--- src/rtl/fifo_pkg.sv ---
`default_nettype none
// +------------------------------------------------------------------+
// | Module   : fifo_pkg                                              |
// | Purpose  : Shared widths for the 8-bit async FIFO and its peers. |
// | Revision : 1.0                                                   |
// +------------------------------------------------------------------+
package fifo_pkg;
    localparam int DATA_W     = 8;
    localparam int ADDR_W     = 8;
    localparam int FIFO_DEPTH = 1 << ADDR_W;
endpackage
`default_nettype wire

--- src/rtl/fifo_skid_buf.sv ---
`default_nettype none
// +------------------------------------------------------------------+
// | Module   : fifo_skid_buf                                         |
// | Purpose  : Small circular buffer with push/pop, occupancy, head. |
// | Revision : 1.0                                                   |
// +------------------------------------------------------------------+
module fifo_skid_buf
    import fifo_pkg::*;
#(
    parameter int DEPTH = 3,
    parameter int DW    = DATA_W
) (
    input  logic                       clk,
    input  logic                       rst,
    input  logic                       push_i,
    input  logic [DW-1:0]              push_data_i,
    input  logic                       pop_i,
    output logic [$clog2(DEPTH+1)-1:0] cnt_o,
    output logic [DW-1:0]              head_o
);
    localparam int PTR_W = (DEPTH > 1) ? $clog2(DEPTH) : 1;
    localparam int OCC_W = $clog2(DEPTH + 1);
    localparam logic [PTR_W-1:0] LAST_PTR = PTR_W'(DEPTH - 1);
    localparam logic [OCC_W-1:0] FULL     = OCC_W'(DEPTH);

    logic [DW-1:0]    mem_q [DEPTH];
    logic [PTR_W-1:0] head_q, head_d;
    logic [PTR_W-1:0] tail_q, tail_d;
    logic [OCC_W-1:0] cnt_q, cnt_d;
    logic             do_pop;

    assign do_pop = pop_i & (cnt_q != '0);

    always_comb begin
        head_d = head_q;
        tail_d = tail_q;
        cnt_d  = cnt_q;
        if (push_i) begin
            tail_d = (tail_q == LAST_PTR) ? '0 : tail_q + 1'b1;
        end
        if (do_pop) begin
            head_d = (head_q == LAST_PTR) ? '0 : head_q + 1'b1;
        end
        if (push_i && !do_pop) begin
            cnt_d = cnt_q + 1'b1;
        end else if (!push_i && do_pop) begin
            cnt_d = cnt_q - 1'b1;
        end
    end

    always_ff @(posedge clk or negedge rst) begin
        if (!rst) begin
            head_q <= '0;
            tail_q <= '0;
            cnt_q  <= '0;
            for (int i = 0; i < DEPTH; i++) begin
                mem_q[i] <= '0;
            end
        end else begin
            head_q <= head_d;
            tail_q <= tail_d;
            cnt_q  <= cnt_d;
            if (push_i) begin
                mem_q[tail_q] <= push_data_i;
            end
        end
    end

    assign cnt_o  = cnt_q;
    assign head_o = mem_q[head_q];

    // The read-issue throttle upstream must keep a full buffer from ever seeing a lone push.
    a_no_overflow: assert property (@(posedge clk) disable iff (!rst)
        !(push_i && !do_pop && (cnt_q == FULL)));

endmodule
`default_nettype wire

--- src/rtl/fifo_rd_streamer.sv ---
`default_nettype none
// +------------------------------------------------------------------+
// | Module   : fifo_rd_streamer                                      |
// | Purpose  : Turns FIFO pops into a framed valid/ready byte stream.|
// | Revision : 1.0                                                   |
// +------------------------------------------------------------------+
module fifo_rd_streamer
    import fifo_pkg::*;
#(
    parameter int BUF_DEPTH = 3,
    parameter int PKT_LEN   = 16,
    parameter int CNT_W     = 16
) (
    input  logic              clk,
    input  logic              rst,
    input  logic              en,
    input  logic              fifo_empty,
    output logic              fifo_rd,
    input  logic [DATA_W-1:0] fifo_d,
    output logic [DATA_W-1:0] m_data,
    output logic              m_valid,
    input  logic              m_ready,
    output logic              m_last,
    output logic [CNT_W-1:0]  pkt_cnt,
    output logic              busy
);
    localparam int OCC_W = $clog2(BUF_DEPTH + 1);
    localparam int IDX_W = (PKT_LEN > 1) ? $clog2(PKT_LEN) : 1;
    localparam logic [IDX_W-1:0] LAST_IDX = IDX_W'(PKT_LEN - 1);
    localparam logic [OCC_W:0]   DEPTH_L  = (OCC_W + 1)'(BUF_DEPTH);

    logic              pend_q, pend_d;
    logic [IDX_W-1:0]  idx_q, idx_d;
    logic [CNT_W-1:0]  pkt_cnt_q, pkt_cnt_d;
    logic [OCC_W-1:0]  occ;
    logic [OCC_W:0]    committed;
    logic              beat;

    fifo_skid_buf #(
        .DEPTH (BUF_DEPTH),
        .DW    (DATA_W)
    ) u_buf (
        .clk         (clk),
        .rst         (rst),
        .push_i      (pend_q),
        .push_data_i (fifo_d),
        .pop_i       (beat),
        .cnt_o       (occ),
        .head_o      (m_data)
    );

    // Counting the in-flight byte as occupied guarantees it always has a slot to land in.
    assign committed = {1'b0, occ} + {{OCC_W{1'b0}}, pend_q};
    assign fifo_rd   = rst & en & ~fifo_empty & (committed < DEPTH_L);

    assign m_valid = (occ != '0);
    assign m_last  = m_valid & (idx_q == LAST_IDX);
    assign beat    = m_valid & m_ready;
    assign busy    = pend_q | (occ != '0);
    assign pkt_cnt = pkt_cnt_q;

    always_comb begin
        pend_d    = fifo_rd & ~fifo_empty;
        idx_d     = idx_q;
        pkt_cnt_d = pkt_cnt_q;
        if (beat) begin
            idx_d = (idx_q == LAST_IDX) ? '0 : idx_q + 1'b1;
            if (m_last) begin
                pkt_cnt_d = pkt_cnt_q + 1'b1;
            end
        end
    end

    always_ff @(posedge clk or negedge rst) begin
        if (!rst) begin
            pend_q    <= 1'b0;
            idx_q     <= '0;
            pkt_cnt_q <= '0;
        end else begin
            pend_q    <= pend_d;
            idx_q     <= idx_d;
            pkt_cnt_q <= pkt_cnt_d;
        end
    end

endmodule
`default_nettype wire

--- config.mk ---
export PLATFORM = sky130hd
export DESIGN_NAME = fifo_rd_streamer
export DESIGN_NICKNAME = d
export VERILOG_FILES = /design/src/rtl/fifo_pkg.sv /design/src/rtl/fifo_skid_buf.sv /design/src/rtl/fifo_rd_streamer.sv
export SDC_FILE = /design/constraint.sdc
export NUM_CORES = 1
export LEC_CHECK = 0
export CAP_MARGIN = 10
export CORE_ASPECT_RATIO = 1.25
export CORE_MARGIN = 2
export CORE_UTILIZATION = 30
export DETAILED_ROUTE_END_ITERATION = 6
export DONT_BUFFER_PORTS = 1
export SLEW_MARGIN = 10
export SYNTH_ARGS = -nofsm -noshare
export SYNTH_HDL_FRONTEND = slang
export SYNTH_SLANG_ARGS = --single-unit
--- constraint.sdc ---
create_clock -name clk -period 4.85 [get_ports clk]
set_clock_uncertainty 0.1 [all_clocks]
set_input_delay 0.485 -clock clk [delete_from_list [all_inputs] [get_ports clk]]
set_output_delay 0.485 -clock clk [all_outputs]
set_load 0.05 [all_outputs]
; ---- Word level (Yosys, flattened, before mapping)
; Cells that the tools add are included.
[classes]
add_sub_neg = 7
mul = 0
n_div = 0
order_cmp = 4
n_eq_ne = 3
shift = 0
n_mux = 11
n_bitwise = 11
n_reduce_logical = 8
[op_table]
columns = operator, count
row1 = $bwmux W24, 1
row2 = $mux W8, 3
row3 = $add A16 B1 Y16 const B, 1
row4 = $bmux W8 S2, 1
row5 = $demux W8 S2, 1
row6 = $mux W2, 4
row7 = $and A1 B1 Y1, 7
row8 = $add A2 B1 Y2 const B, 3
row9 = $ge A3 B3 Y1 const B, 2
row10 = $not A2 Y3, 2
row11 = $add A4 B1 Y4 const B, 1
row12 = $eq A2 B2 Y1 const B, 2
row13 = $eq A4 B4 Y1 const B, 1
row14 = $mux W4, 1
row15 = $reduce_bool A2 Y1, 2
row16 = $add A2 B1 Y3, 1
row17 = $logic_and A1 B1 Y1, 3
row18 = $lt A3 B1 Y1 const B, 1
row19 = $lt A3 B2 Y1 const B, 1
row20 = $logic_not A1 Y1, 2
row21 = $reduce_and A2 Y1, 1
row22 = $sub A2 B1 Y2 const B, 1
row23 = $not A1 Y1, 1
row24 = $or A1 B1 Y1, 1
[totals]
reg_bits = 51
latch_bits = 0
ram_bits = 0
rom_bits = 0
output_inout_bits = 28
wordCells = 53
mem_count = 0

; ---- Logic depth before layout (Yosys ltp)
; Gate-level depths: netlist of run 1.
[depth]
depth_word = 6
ltp_mapped = 6

; ---- By module
; A second synthesis of run 1 with hierarchy kept.
[hier_totals]
hier_cells = 187
hier_area_um2 = 2337.2
[by_module_without_submodules]
columns = module, n_inst, cells_per_inst, area_each_um2, seq_area_each_um2
row1 = fifo_skid_buf, 1, 99, 1313.8, 750.7
row2 = fifo_rd_streamer, 1, 88, 1023.5, 525.5

; ---- Worst setup path after synthesis of run 1
; OpenSTA, ideal clock, no wires.
[synth_timing]
path_kind = reg-to-output
startpoint = register u_buf.cnt_q[0], in the netlist u_buf.cnt_o[0]
endpoint = output fifo_rd
t_arrival_ns = 3.398
t_required_ns = 4.265
path_slack_ns = 0.867
path_stages_with_launch = 4
n_path_buf = 0
cell_sequence = dfrtp_1 -> ha_1 -> ha_1 -> a2111oi_0
[synth_between]
elab_chain_len = 3
[synth_rtl]
columns = element, line_no
row1 = "start, declared", fifo_skid_buf.sv:29  ; logic [OCC_W-1:0] cnt_q, cnt_d;
row2 = "start signal, assigned", fifo_skid_buf.sv:62  ; cnt_q <= cnt_d;
row3 = $add A2 B1 Y3, fifo_rd_streamer.sv:53  ; assign committed = {1'b0, occ} + {{OCC_W{1'b0}}, pend_q};
row4 = $lt A3 B2 Y1, fifo_rd_streamer.sv:54  ; assign fifo_rd = rst & en & ~fifo_empty & (committed < DEPTH_L);
row5 = $and A1 B1 Y1, fifo_rd_streamer.sv:54
row6 = "end, declared", fifo_rd_streamer.sv:18  ; output logic fifo_rd,
; No other way between the ends.

; ---- Worst setup path in the final report of run 1
[layout_timing]
startpoint = register u_buf.head_q[1]
endpoint = output m_data[0]
[layout_between]
elab_chain_len = 4
[layout_rtl]
columns = element, line_no
row1 = "start, declared", fifo_skid_buf.sv:27  ; logic [PTR_W-1:0] head_q, head_d;
row2 = "start signal, assigned", fifo_skid_buf.sv:53  ; head_q <= '0;
row3 = "start signal, assigned", fifo_skid_buf.sv:60  ; head_q <= head_d;
row4 = $not A2 Y3 (not written as such), fifo_skid_buf.sv:70  ; assign head_o = mem_q[head_q];
row5 = $bmux W8 S2, fifo_skid_buf.sv:70
row6 = $mux W8 (not written as such) (2 in a row), fifo_skid_buf.sv:70
row7 = "end, declared", fifo_rd_streamer.sv:20  ; output logic [DATA_W-1:0] m_data,
; No other way between the ends. The select of a mux whose other input is x is not followed.

==> flow_metrics.env, run 1 <==
export IMPL_core_um2=7445
export IMPL_synth_flop_cell="dfrtp_1"
export IMPL_ys_types=30
export IMPL_end_kind="primary output"
export IMPL_synth_area_um2=2323
export IMPL_crit_type="reg2out"
export IMPL_grt_overflow=0
export IMPL_power_per_cell_area_nw_per_um2=615.1
export IMPL_crit_required_ns=4.26
export IMPL_grt_pass1_wl_um=7500
export IMPL_drv_cap=0
export IMPL_final_common_cell="dfrtp_1"
export IMPL_insertion_delay_ns=0.30
export IMPL_outcome="completed"
export IMPL_vias=1436
export IMPL_io_buffer_count=0
export IMPL_drc=0
export IMPL_clockRootBuffer="clkbuf_8"
export IMPL_relSlewSlack_pct=30.61
export IMPL_synthCells=193
export IMPL_antenna_found_initial=0
export IMPL_layout_cells_non_filler=291
export IMPL_rsz0062_at_grt="false"
export IMPL_period_share_pct=55.62
export IMPL_clockBufferDepth=2
export IMPL_fp_dieArea_um2=8470
export IMPL_finalSetupTns_ns=0
export IMPL_dp_cells=281
export IMPL_peakVddDrop_uv=422.7
export IMPL_maxSlewViolCount=0
export IMPL_boundaryPins=41
export IMPL_area_growth_pct=10.12
export IMPL_dr_pass1_iters=4
export IMPL_syn_avg_cell_area_um2=12.04
export IMPL_die_y_um=102.4
export IMPL_grt_pass1_vias=1550
export IMPL_synth_edf_count=0
export IMPL_grt_max_degree=52
export IMPL_seq_area_frac_synth_pct=54.93
export IMPL_track_usage_pct=11.62
export IMPL_antennaDiodeCount=0
export IMPL_yosys_warnings=0
export IMPL_cts_htree_levels=2
export IMPL_start_util_pct=31.21
export IMPL_die_w_um=82.72
export IMPL_rows=35
export IMPL_drt_iter0_drc=27
export IMPL_wl_um=4531
export IMPL_drive_above_1_share_pct=21.11
export IMPL_clock_sinks=51
export IMPL_hold_path_class="in2reg"
export IMPL_dp_worst_setup_slack_ns=2.449
export IMPL_postRouteAntennaNets=0
export IMPL_critPathLaunchType="flop"
export IMPL_critPathArrivalTime_ns=2.11
export IMPL_setup_viol=0
export IMPL_ys_ff_latch=51
export IMPL_hpwl_um=3163
export IMPL_async_reset_ff_share_pct=100.0
export IMPL_cts_made_buffers=5
export IMPL_place_gp_congestion=0.6899
export IMPL_vias_per_cell=4.935
export IMPL_clk_pin_slew_worst_paths_ns=0.10
export IMPL_syn_nets=211
export IMPL_max_freq_ghz=0.3707
export IMPL_wl_per_cell_um=15.57
export IMPL_cts_tree="built"
export IMPL_nNetsFinal=216
export IMPL_tightestPinTransition_ns=1.034
export IMPL_finalCriticalPeriod_ns=2.697
export IMPL_p_leak_nw=1.158
export IMPL_worst_path_max_fanout=11
export IMPL_final_cell_mix="dfrtp_1 (51), nand2_1 (25), mux2_2 (25), xor2_1 (12)"
export IMPL_hold_violations=0
export IMPL_setup_ws_ns=2.153
==> routing by layer <==
layer | global-route usage, % | share of wire (%) | routed length [um]
met4 | 3.026 | 0.73 | 33
met1 | 14.60 | 44 | 2003
met3 | 3.622 | 6.4 | 289
met2 | 19.29 | 49 | 2205
met5 | 0 | 0 | 0
==> timing repair <==
action                                 in CTS  in global routing
hold buffers                                2                  0
setup buffers                               0                  0
endpoints found under the hold margin      51                  0
setup endpoints to repair                   0                  0
gates resized for setup                     0                  0
==> kinds of logic (layout without fill, tap and decap cells) <==
kind of cell | after synthesis | after routing | share of synthesized area (%)
AND/OR/NAND/NOR | 56 | 56 | 12.39
buffers and inverters | 10 | 16 | 2.046
AO/OA/AOI/OAI | 19 | 19 | 5.223
flip-flops | 51 | 51 | 54.93
XOR/XNOR | 19 | 19 | 7.162
multiplexers | 33 | 33 | 15.56
adder cells (fa/ha/maj) | 5 | 5 | 2.693
==> final timing paths <==
kind	start	end	slack, ns	cells after the start
setup reg to reg	pkt_cnt[0]	pkt_cnt[14]	2.61	5
hold / removal	fifo_empty	pend_q	0.16	1
setup / recovery	u_buf.head_q[1]	m_data[0]	2.15	3
min in group asynchronous	rst	u_buf.mem_q[14]	0.57	2
max in group asynchronous	rst	idx_q[0]	3.82	2
hold reg to reg	u_buf.mem_q[18]	u_buf.mem_q[18]	0.41	1
==> flip-flops by register name (all words and copies together), names as in the netlist <==
signal and cells:
u_buf.mem_q 24, pkt_cnt 16, idx_q 4, u_buf.cnt_o 2
u_buf.head_q 2, u_buf.tail_q 2, pend_q 1
==> metrics by stage <==
step	total power [mW]	area (um2)	hold slack (ns)	utilization, %
3_3_place_gp	1.300	2426	0.09106	32.59
2_1_floorplan	1.217	2323	0.08941	-
3_5_place_dp	1.321	2426	0.09123	32.59
6_report	1.574	2559	0.1591	34.37
4_1_cts	1.595	2559	0.1497	34.37
5_1_grt	1.679	2559	0.1656	34.37
==> synth_stat cells (4+ instances only) <==
library cell	number	area share, %
mux2_2	25	12
dfrtp_1	51	55
nor2_1	5	0.81
nand4_1	6	1.6
inv_1	4	0.65
xor2_1	12	4.5
xnor2_1	7	2.6
ha_1	5	2.7
mux2i_1	8	3.4
nand2_1	25	4.0
nand3_1	5	1.1
o21ai_0	12	2.6
==> critical path: stages (launching register included) <==
cell	delay [ns]
dfrtp_1	0.58
nor2b_1	0.56
nand2_1	0.10
o21ai_1	0.57
==> cell type report <==
| cell class | count | area [um2] |
|---|---|---|
| Sequential cell | 51 | 1276 |
| Inverter | 5 | 21.27 |
| Clock buffer | 7 | 86.33 |
| Clock inverter | 1 | 8.758 |
| Tap cell | 92 | 115.1 |
| Timing Repair Buffer | 3 | 45.04 |
| Multi-Input combinational cell | 132 | 1006 |
| Fill cell | 763 | 4886 |
==> power by group <==
group	internal [mW]	switching [mW]
Clock	0.117	0.143
Sequential	0.572	0.151
Combinational	0.193	0.397
No activity file was read; power rests on OpenSTA's default activity.
==> run 2: changes to the inputs <==
- clock period: 4.85 -> 2.3 ns (I/O delays scaled with it)
==> run 2 against run 1 <==
  * Register-to-register slack got worse by 2.2 ns
  * Critical path depth rose by 1
  * Highest routed layer unchanged
  * Cell count rose by 11%
  * Largest cell class unchanged
  * Critical path type unchanged
==> flow_metrics.env, run 2 (same netlist as run 1, synthesis figures left out) <==
export IMPL_setup_viol=0
export IMPL_nNetsFinal=248
export IMPL_area_growth_pct=22.02
export IMPL_p_leak_nw=1.313
export IMPL_insertion_delay_ns=0.30
export IMPL_start_util_pct=31.21
export IMPL_drc=0
export IMPL_p_clk_share_pct=15.2
export IMPL_p_int_mw=2.066
export IMPL_clock_sinks=51
export IMPL_wl_um=4754
export IMPL_hold_depth=2
export IMPL_p_sw_share_pct=42.04
export IMPL_period_share_pct=95.82
export IMPL_hold_end="pend_q"
export IMPL_critPathArrivalTime_ns=1.87
export IMPL_drt_iter0_drc=37
export IMPL_fp_dieArea_um2=8470
export IMPL_wl_per_cell_um=14.72
export IMPL_grt_pass1_wl_um=7872
export IMPL_crit_required_ns=1.97
export IMPL_relSlewSlack_pct=61.71
export IMPL_highest_layer="met4"
export IMPL_place_gp_congestion=0.7994
export IMPL_hold_violations=0
export IMPL_top_register="u_buf.mem_q"
export IMPL_dr_wl_met2_um=2353
export IMPL_final_cell_mix="dfrtp_1 (50), nand2_1 (25), mux2_2 (25), buf_4 (24), xor2_1 (12)"
export IMPL_peakVddDrop_uv=778.1
export IMPL_power_switching_mw=1.499
export IMPL_boundaryPins=41
export IMPL_r2r_slack_ns=0.38
export IMPL_largest_register_ffs=24
export IMPL_critPathLaunchType="flop"
export IMPL_grt_overflow=0
export IMPL_setup_ws_ns=0.09619
export IMPL_finalSetupTns_ns=0
export IMPL_max_freq_ghz=0.4538
export IMPL_worst_path_max_fanout=7
export IMPL_cts_tree="built"
export IMPL_drv_cap=0
export IMPL_die_y_um=102.4
export IMPL_min_from="en"
export IMPL_wirelength_met1_um=2095
export IMPL_grt_pass1_vias=1661
export IMPL_cts_htree_levels=2
export IMPL_antenna_found_initial=0
export IMPL_postRouteAntennaNets=0
export IMPL_grt_max_degree=52
export IMPL_power_frac_comb_pct=44.2
export IMPL_clockRootBuffer="clkbuf_8"
export IMPL_rsz0062_at_grt="false"
export IMPL_post_cts_setup_buffer_count=0
export IMPL_dr_pass1_iters=4
export IMPL_vias_per_cell=4.789
export IMPL_rows=35
export IMPL_rr_endpoint="pkt_cnt[15]"
export IMPL_clk_pin_slew_worst_paths_ns=0.09
export IMPL_clockBufferDepth=2
export IMPL_vias=1547
export IMPL_die_w_um=82.72
export IMPL_io_buffer_count=0
export IMPL_maxSlewViolCount=0
export IMPL_drive_above_1_share_pct=28.57
export IMPL_power_per_cell_area_nw_per_um2=1257
export IMPL_tightestPinTransition_ns=0.5744
export IMPL_reg2reg_from="idx_q[0]"
export IMPL_reg2reg_depth=5
export IMPL_antennaDiodeCount=0
export IMPL_cts_made_buffers=5
export IMPL_finalCriticalPeriod_ns=2.204
export IMPL_end_kind="primary output"
export IMPL_crit_type="reg2out"
export IMPL_hpwl_um=3360
export IMPL_dp_worst_setup_slack_ns=0.3789
export IMPL_seqPwrFrac_pct=40.6
export IMPL_core_um2=7445
export IMPL_track_usage_pct=12.12
export IMPL_wl_met3_um=260
export IMPL_hold_path_class="in2reg"
export IMPL_final_common_cell="dfrtp_1"
export IMPL_outcome="completed"
-- run 2: cell count changes in the layout (fill, tap and decap cells not counted), sizes merged --
| cell | delta |
|---|---|
| buf | +23 |
| dlygate4sd3 | +9 |
-- run 2: area by class of cell --
class / instances / area (um2)
fillers: 740 / 4609
flip-flops and latches: 51 / 1277
multi-input cells: 132 / 1018
repair buffers: 35 / 307.8
well taps: 92 / 115.1
clock buffers: 7 / 86.33
inverters: 5 / 21.27
clock inverters: 1 / 8.758
-- run 2: worst max-delay path by stage --
stage | startpoint | to | slack (ns)
after floorplan | u_buf.head_q[1] | m_data[0] | 0.005
after global placement | u_buf.cnt_o[0] | fifo_rd | 0.40
after detailed placement | u_buf.cnt_o[0] | fifo_rd | 0.38
after CTS | u_buf.cnt_o[0] | fifo_rd | 0.04
after global routing | u_buf.cnt_o[0] | fifo_rd | 0.02
final | u_buf.cnt_o[0] | fifo_rd | 0.1
-- run 2: what timing repair did --
item | in CTS | in global routing
hold endpoints to repair | 76 | 0
resized for setup | 0 | 1
endpoints found under the setup margin | 0 | 1
hold buffers | 11 | 0
-- run 2: metal layers --
metal | up-vias | track usage (%)
met5 | - | 0
met4 | 0 | 2.648
met3 | 5 | 3.180
met2 | 34 | 21.77
met1 | 756 | 14.36
li1 | 752 | -
-- run 2: power groups by stage --
stage	Clock [mW]	Sequential (mW)	Combinational, mW
final	0.542	1.45	1.58
after global routing	0.593	1.50	1.72
after CTS	0.556	1.45	1.60
after detailed placement	0	1.46	1.56
after global placement	0	1.44	1.53
after floorplan	0	1.43	1.16
-- run 2: through the flow --
stage	cells	util, %	hold WS, ns	area, um2	total power [mW]
after floorplan	193	-	-0.1656	2342	2.589
after global placement	304	35.08	-0.1641	2611	2.968
after detailed placement	304	35.08	-0.1643	2611	3.023
after CTS	323	38.07	0.04720	2834	3.604
after global routing	323	38.08	0.05693	2835	3.807
final	323	38.08	0.05334	2835	3.565
-- run 2: critical path, stage by stage (launching register included) --
cell and delay (ns):
dfrtp_2 0.47, ha_1 0.21, ha_1 0.32, a2111oi_4 0.34, buf_4 0.25
